### config.mk
export PLATFORM = sky130hd
export DESIGN_NAME = parity_serial_tx
export DESIGN_NICKNAME = d
export VERILOG_FILES = /design/src/rtl/parity_tx_pkg.sv /design/src/rtl/baud_tick_gen.sv /design/src/rtl/parity_serial_tx.sv
export SDC_FILE = /design/constraint.sdc
export NUM_CORES = 1
export LEC_CHECK = 0
export BUFFER_PORTS_ARGS = -buffer_cell sky130_fd_sc_hd__buf_4
export CORE_MARGIN = 2
export CORE_UTILIZATION = 53
export CTS_CLUSTER_SIZE = 12
export DETAILED_ROUTE_END_ITERATION = 10
export PLACE_DENSITY = 0.87
export SYNTH_ARGS = -nofsm -noshare
export SYNTH_HDL_FRONTEND = slang
export SYNTH_SLANG_ARGS = --single-unit
### constraint.sdc
create_clock -name clk -period 2 [get_ports clk]
set_input_delay 0.1 -clock clk [delete_from_list [all_inputs] [get_ports clk]]
set_output_delay 0.1 -clock clk [all_outputs]
set_load 0.02 [all_outputs]
### src/rtl/parity_tx_pkg.sv
// Shared types and frame constants for the even-parity serial transmitter.
// Latency: n/a (types only). Backpressure: n/a.
// Build option PARITY_SERIAL_TX_PARITY_EN adds the PARITY state and widens the frame to 11 bits.
package parity_tx_pkg;

   localparam int DATA_BITS = 8;

`ifdef PARITY_SERIAL_TX_PARITY_EN
   localparam int FRAME_BITS = 11;
`else
   localparam int FRAME_BITS = 10;
`endif

   // Fixed 3-bit codes so the encoding does not shift when PARITY is compiled out.
   typedef enum logic [2:0] {
      IDLE   = 3'd0,
      START  = 3'd1,
      DATA   = 3'd2,
`ifdef PARITY_SERIAL_TX_PARITY_EN
      PARITY = 3'd3,
`endif
      STOP   = 3'd4
   } state_t;

   function automatic logic even_parity(input logic [DATA_BITS-1:0] d);
      return ^d;
   endfunction

endpackage

### src/rtl/baud_tick_gen.sv
// Bit-time divider: tick_o pulses on the last clock of every CLKS_PER_BIT-cycle bit time.
// Latency: tick_o is decoded from the registered count, CLKS_PER_BIT cycles after clear_i drops.
// Backpressure: none; clear_i restarts the count from zero on the next edge.
module baud_tick_gen #(
   parameter int CLKS_PER_BIT = 4
) (
   input  logic clk,
   input  logic rst_n,
   input  logic clear_i,
   output logic tick_o
);

   localparam int CW = (CLKS_PER_BIT > 1) ? $clog2(CLKS_PER_BIT) : 1;
   localparam logic [CW-1:0] LAST = CW'(CLKS_PER_BIT - 1);

   logic [CW-1:0] cnt_q;

   // With CLKS_PER_BIT=1 the count is pinned at 0 and every cycle is a tick.
   assign tick_o = (cnt_q == LAST);

   always_ff @(posedge clk or negedge rst_n) begin
      if (!rst_n) begin
         cnt_q <= '0;
      end else if (clear_i || tick_o) begin
         cnt_q <= '0;
      end else begin
         cnt_q <= cnt_q + 1'b1;
      end
   end

endmodule

### src/rtl/parity_serial_tx.sv
// Async-serial framer: start + 8 data (LSB first) [+ even parity with PARITY_SERIAL_TX_PARITY_EN] + stop.
// Latency: start bit on tx_o the cycle after the accepting edge; ready_o low for one whole frame.
// Backpressure: ready_o high only in IDLE; data_i/valid_i ignored while a frame is in flight.
module parity_serial_tx
   import parity_tx_pkg::*;
#(
   parameter int CLKS_PER_BIT = 4
) (
   input  logic       clk,
   input  logic       rst_n,
   input  logic [7:0] data_i,
   input  logic       valid_i,
   output logic       ready_o,
   output logic       tx_o,
   output logic       busy_o,
   output logic       parity_o
);

   localparam logic [2:0] LAST_IDX = 3'(DATA_BITS - 1);

   state_t                 state_q, state_d;
   logic [DATA_BITS-1:0]   shreg_q, shreg_d;
   logic [2:0]             idx_q, idx_d;
   logic                   tx_q, tx_d;
   logic                   tick;
   logic                   tick_clear;

`ifdef PARITY_SERIAL_TX_PARITY_EN
   logic                   par_q, par_d;
`endif

   // The counter is held at zero in IDLE so START always gets a full bit time.
   assign tick_clear = (state_q == IDLE) || (state_d != state_q);

   baud_tick_gen #(
      .CLKS_PER_BIT (CLKS_PER_BIT)
   ) u_baud_tick_gen (
      .clk     (clk),
      .rst_n   (rst_n),
      .clear_i (tick_clear),
      .tick_o  (tick)
   );

   always_comb begin
      state_d = state_q;
      shreg_d = shreg_q;
      idx_d   = idx_q;
`ifdef PARITY_SERIAL_TX_PARITY_EN
      par_d   = par_q;
`endif
      case (state_q)
         IDLE: begin
            if (valid_i) begin
               state_d = START;
               shreg_d = data_i;
               idx_d   = '0;
`ifdef PARITY_SERIAL_TX_PARITY_EN
               par_d   = even_parity(data_i);
`endif
            end
         end
         START: begin
            if (tick) begin
               state_d = DATA;
            end
         end
         DATA: begin
            if (tick) begin
               if (idx_q == LAST_IDX) begin
`ifdef PARITY_SERIAL_TX_PARITY_EN
                  state_d = PARITY;
`else
                  state_d = STOP;
`endif
               end else begin
                  idx_d   = idx_q + 3'd1;
                  shreg_d = shreg_q >> 1;
               end
            end
         end
`ifdef PARITY_SERIAL_TX_PARITY_EN
         PARITY: begin
            if (tick) begin
               state_d = STOP;
            end
         end
`endif
         STOP: begin
            if (tick) begin
               state_d = IDLE;
            end
         end
         default: begin
            state_d = IDLE;
         end
      endcase
   end

   // tx_o is registered, so the line level is chosen from where the FSM is going next.
   always_comb begin
      tx_d = 1'b1;
      case (state_d)
         IDLE:    tx_d = 1'b1;
         START:   tx_d = 1'b0;
         DATA:    tx_d = shreg_d[0];
`ifdef PARITY_SERIAL_TX_PARITY_EN
         PARITY:  tx_d = par_d;
`endif
         STOP:    tx_d = 1'b1;
         default: tx_d = 1'b1;
      endcase
   end

   always_ff @(posedge clk or negedge rst_n) begin
      if (!rst_n) begin
         state_q <= IDLE;
         shreg_q <= '0;
         idx_q   <= '0;
         tx_q    <= 1'b1;
      end else begin
         state_q <= state_d;
         shreg_q <= shreg_d;
         idx_q   <= idx_d;
         tx_q    <= tx_d;
      end
   end

`ifdef PARITY_SERIAL_TX_PARITY_EN
   always_ff @(posedge clk or negedge rst_n) begin
      if (!rst_n) begin
         par_q <= 1'b0;
      end else begin
         par_q <= par_d;
      end
   end

   assign parity_o = par_q;
`else
   assign parity_o = 1'b0;
`endif

   assign ready_o = (state_q == IDLE);
   assign busy_o  = (state_q != IDLE);
   assign tx_o    = tx_q;

endmodule
Yosys cells after proc, flatten, opt, wreduce, memory -nomap -nowiden
Cells that the tools add are included.

storage, ports and cells
  logic and storage cells = 41
  flip-flop bits (word level) = 17

operators by class
  equal/unequal tests = 11
  reductions and logical operators = 6
  add/subtract/negate cells = 2
  multiplexer cells = 16

operator list
  operator                                             number
  2-to-1 mux 3 bit                                     8
  2-to-1 mux 8 bit                                     3
  case mux 8 bit (2 select lines)                      1
  case mux 3 bit (4 select lines)                      1
  equality test 3 x 1 -> 1 bit, second input constant  2
  equality test 3 x 2 -> 1 bit, second input constant  2
  equality test 3 bit, second input constant           2
  case mux 3 bit (2 select lines)                      1
  != test 2 bit, second input constant                 2
  AND reduction 4 bit                                  1
  adder 3 x 1 -> 3 bit, second input constant          1
  logical NOT 3 bit                                    1
  != test 3 bit                                        1
  nonzero test 3 bit                                   1
  adder 2 x 1 -> 2 bit, second input constant          1
  equality test 2 bit, second input constant           1
  logical OR 1 bit                                     2
  2-to-1 mux 2 bit                                     1
  != test 2 x 1 -> 1 bit, second input constant        1
  case mux 1 bit (2 select lines)                      1
  nonzero test 2 bit                                   1

Longest topological paths before layout
  depth in word-level cells = 8
  mapped depth = 5

Cells and area by module
Synthesis repeated with hierarchy kept, for this count alone.

unflattened totals
  cell total of the unflattened synthesis = 77
  area total of the unflattened synthesis = 905.9 um2

by module, submodules not included
  module            instances  cells each  area an instance (um2)
  parity_serial_tx  1          72          820.8
  baud_tick_gen     1          5           85.1

Worst setup path after synthesis
Ideal clock, no wire load.

  kind = register to register
  from = register u_baud_tick_gen.cnt_q[0]
  to = register shreg_q[1]
  path slack = 524 ps
  required time = 1874 ps
  period minus slack after synthesis = 1476 ps
  setup time = 126 ps
  cell stages (with the launch flop) = 6
  data arrival time = 1350 ps
  cells stage by stage = dfrtp_1 ha_1 clkbuf_1 and4bb_4 a21oi_4 a221o_1

between the ends
  word-level cells in the longest chain between the ends = 3

RTL lines
  what                              line                     source
  start, declared                   baud_tick_gen.sv:16      logic [CW-1:0] cnt_q;
  start signal, assigned            baud_tick_gen.sv:27      cnt_q <= cnt_q + 1'b1;
  equality test 2 bit               baud_tick_gen.sv:19      assign tick_o = (cnt_q == LAST);
  != test 2 x 1 -> 1 bit (no line)  --
  AND reduction 4 bit (no line)     --
  end signal, assigned              parity_serial_tx.sv:122  shreg_q <= shreg_d;
  end, declared                     parity_serial_tx.sv:22   logic [DATA_BITS-1:0] shreg_q, shreg_d;

No other way between the ends.
A chain may end at the register's enable or synchronous reset.

Worst setup path after layout
  from = register state_q[1]
  to = register shreg_q[1]

between the ends
  word-level cells in the longest chain between the ends = 3

RTL lines
  what                                                                      line                     source
  start, declared                                                           parity_serial_tx.sv:21   state_t state_q, state_d;
  start signal, assigned                                                    parity_serial_tx.sv:121  state_q <= state_d;
  equality test 3 x 2 -> 1 bit / logical NOT 3 bit (equally long branches)  parity_serial_tx.sv:51   case (state_q)
  != test 2 x 1 -> 1 bit (no line), or another cell as far along            --
  AND reduction 4 bit (no line)                                             --

Several ways; a longest one is shown, not always the timed one.

==> flow_summary.json <==
{
  "p_total_mw": 1.258,
  "min_period_over_period_pct": 83.04,
  "start_kind": "flip-flop",
  "rsz0062_at_grt": "no",
  "max_slew_margin_pct": 63.93,
  "ys_ff_latch": 17,
  "regToRegSetupSlack_ns": 0.34,
  "fp-row-count": 14,
  "synthCells": 76,
  "grt_pass1_vias": 572,
  "vias": 646,
  "antenna_found_initial": 0,
  "synth_edf_count": 0,
  "cap_viol_max_count": 0,
  "fill_cells": 111,
  "grt_max_degree": 18,
  "cts_tree": "done",
  "post-route-util_pct": 65.91,
  "finClkSkew_ns": 0.008365,
  "outcome": "finished, final reports clean",
  "cp.arrival_ns": 1.83,
  "first_pass_iters": 4,
  "min_period_ns": 1.661,
  "ys_seq_area_share_pct": 47.63,
  "die_h_um": 45.12,
  "groute.usage.overall_pct": 19.12,
  "critPathKind": "flip-flop to flip-flop",
  "worstReg2RegEnd": "shreg_q[1]$_DFFE_PN0P_",
  "worst-r2r-cell-count": 3,
  "synthFlopType": "dfrtp_1",
  "finalSetupViolCount": 0,
  "cts_num_sinks": 17,
  "gp_congestion": 0.7841,
  "synth_top_area_cell": "dfrtp_1",
  "startpoint": "state_q[1]$_DFF_PN0_",
  "syn-num-nets": 90,
  "path_clk_slew_ns": 0.10,
  "synth_common_cells": "dfrtp_1, and2_1, a221o_1, nand2_1",
  "wire_per_inst_um": 15.30,
  "yosysWarnings": 0,
  "drv_slew": 0,
  "async_reset_ff_share_pct": 100.0,
  "synthToLayoutAreaGrowth_pct": 13.41,
  "holdCritStartpoint": "data_i[7]",
  "vdd_drop_max_v": 0.0009213,
  "antennaDiodeCount": 0,
  "core_um2": 1541,
  "crit_required_ns": 2.17,
  "synth_top_area_share_pct": 44.69,
  "post-cts-setup-buffer-count": 0,
  "power_density_nw_per_um2": 1238,
  "numCtsBuffers": 3,
  "drive_above_1_share_pct": 28.89,
  "drtIter0Drc": 22,
  "netlist_area_um2": 895.9,
  "cp_max_fo": 12,
  "cts_root_buffer": "clkbuf_4",
  "remaining_drc_errors": 0,
  "syn_area_per_cell_um2": 11.79,
  "synth_area_leaders": "dfrtp_1, a221o_1, and2_1, ha_1, dfstp_2",
  "io_buffer_count": 13,
  "grt_first_pass_wirelength_um": 2684,
  "ant_nets": 0,
  "fin_setup_tns_ns": 0,
  "grt-ovfl-total": 0,
  "dp_hpwl_um": 1148,
  "via_per_inst": 6.094,
  "tightest_slew_ns": 0.5388,
  "initial_core_util_pct": 58.12,
  "hold_class": "primary input to flip-flop",
  "cts_buffer_depth": 2,
  "clk_latency_ns": 0.29,
  "pin_count": 15,
  "critPathCaptureType": "flip-flop",
  "fmaxAchievable_mhz": 602.1,
  "crit_path_end": "shreg_q[1]$_DFFE_PN0P_",
  "htreeDepth": 1,
  "die_area_um2": 2035,
  "ys_types": 38,
  "rr_startpoint": "state_q[1]$_DFF_PN0_",
  "power_leakage_nw": 0.4652,
  "finalHoldViolCount": 0,
  "synth_most_common_cell": "dfrtp_1",
  "dieWidth_um": 45.12,
  "final_nets": 105,
  "routed_wl_um": 1622
}
[placed cells by master, fill, tap and decap left out]
| cell type | synthesis | final |
|---|---|---|
| and2b_1 | 1 | 1 |
| nand4bb_1 | 1 | 1 |
| a211oi_1 | 1 | 1 |
| conb_1 | 1 | 1 |
| nor3_1 | 1 | 1 |
| or4b_4 | 1 | 1 |
| a32oi_1 | 1 | 1 |
| buf_4 | 1 | 13 |
| or3_1 | 2 | 2 |
| nor3b_1 | 1 | 1 |
| a41oi_2 | 1 | 1 |
| nand2b_1 | 1 | 1 |
| and2_1 | 7 | 7 |
| clkbuf_1 | 1 | 1 |
| dlygate4sd3_1 | 0 | 1 |
| o211ai_1 | 1 | 1 |
| a21oi_4 | 1 | 1 |
| o21ai_0 | 1 | 1 |
| or2b_1 | 1 | 1 |
| nor2b_1 | 1 | 1 |
| inv_2 | 1 | 1 |
| nand3_1 | 1 | 1 |
| and4bb_4 | 1 | 1 |
| mux2_2 | 1 | 1 |
| a22o_1 | 1 | 1 |
| dfstp_2 | 1 | 1 |
| nor4b_4 | 1 | 1 |
| o211ai_2 | 1 | 1 |
| inv_1 | 2 | 2 |
| nand4_1 | 1 | 1 |
| o31ai_1 | 1 | 1 |
| ha_1 | 3 | 3 |
| nor2_2 | 1 | 1 |
| dfrtp_1 | 16 | 16 |
| o21ai_1 | 3 | 3 |
| a221o_1 | 6 | 6 |
| clkbuf_4 | 0 | 3 |
| a21oi_1 | 1 | 1 |
| nand2_1 | 6 | 6 |
[worst min-delay path by stage]
stage / slack (ns) / to / cells after the start
floorplan: -0.20 / idx_q[0]$_DFFE_PN0P_ / 0
global placement: -0.03 / u_baud_tick_gen.cnt_q[1]$_DFF_PN0_ / 1
detailed placement: -0.02 / u_baud_tick_gen.cnt_q[1]$_DFF_PN0_ / 1
CTS: 0.04 / shreg_q[7]$_DFFE_PN0P_ / 3
global route: 0.04 / shreg_q[7]$_DFFE_PN0P_ / 3
finish: 0.03 / shreg_q[7]$_DFFE_PN0P_ / 3
[final cells by class]
cell class	count	area, um2	share of cell area (%)
well taps	16	20.02	1.970
clock buffers	4	26.28	2.586
multi-input cells	52	424.2	41.75
repair buffers	14	107.6	10.59
flip-flops and latches	17	426.7	42.00
inverters	3	11.26	1.108
[critical path: stages (launching register included)]
cell,delay (ns)
dfrtp_1,0.52
nor4b_4,0.57
a21oi_4,0.11
a221o_1,0.33
[where the power goes]
part / internal [mW] / switching [mW] / total [mW]
sequential: 0.478 / 0.109 / 0.588
combinational: 0.252 / 0.231 / 0.483
clock: 0.0775 / 0.109 / 0.187
[sequential cells by signal, indices dropped and copies added, names as in the netlist]
register and flops:
idx_q 3, shreg_q 8, state_q 3, tx_o 1
u_baud_tick_gen.cnt_q 2
[timing repair]
action                    4_1_cts  5_1_grt
hold endpoints to repair       17        0
hold buffers                    1        0
gates resized for setup         0        0
[through the flow]
| step | cells | hold WS [ns] | instance area [um2] | worst slack [ns] |
|---|---|---|---|---|
| after floorplan | 76 | -0.1956 | 895.9 | 0.5236 |
| after global placement | 101 | -0.02623 | 979.7 | 0.4159 |
| after detailed placement | 101 | -0.02280 | 979.7 | 0.3774 |
| after CTS | 106 | 0.03625 | 1016 | 0.3467 |
| after global routing | 106 | 0.04358 | 1016 | 0.2527 |
| final | 106 | 0.03034 | 1016 | 0.3392 |
[cells by family (layout without fill, tap and decap cells)]
group	count (synthesis)	after routing	synth area share, %
flops	17	17	47.63
buf+inv	7	21	5.028
compound gates	19	19	19.00
fa+ha+maj	3	3	4.190
simple gates	28	28	22.49
other cells	1	1	0.4186
mux	1	1	1.257
[per-layer routing]
metal	wire length (um)	GRT usage [%]
met3	78	3.600
met1	796	30.10
met2	733	26.00
met4	13	7.059
met5	0	0
Power figures use the tool's default switching activity.
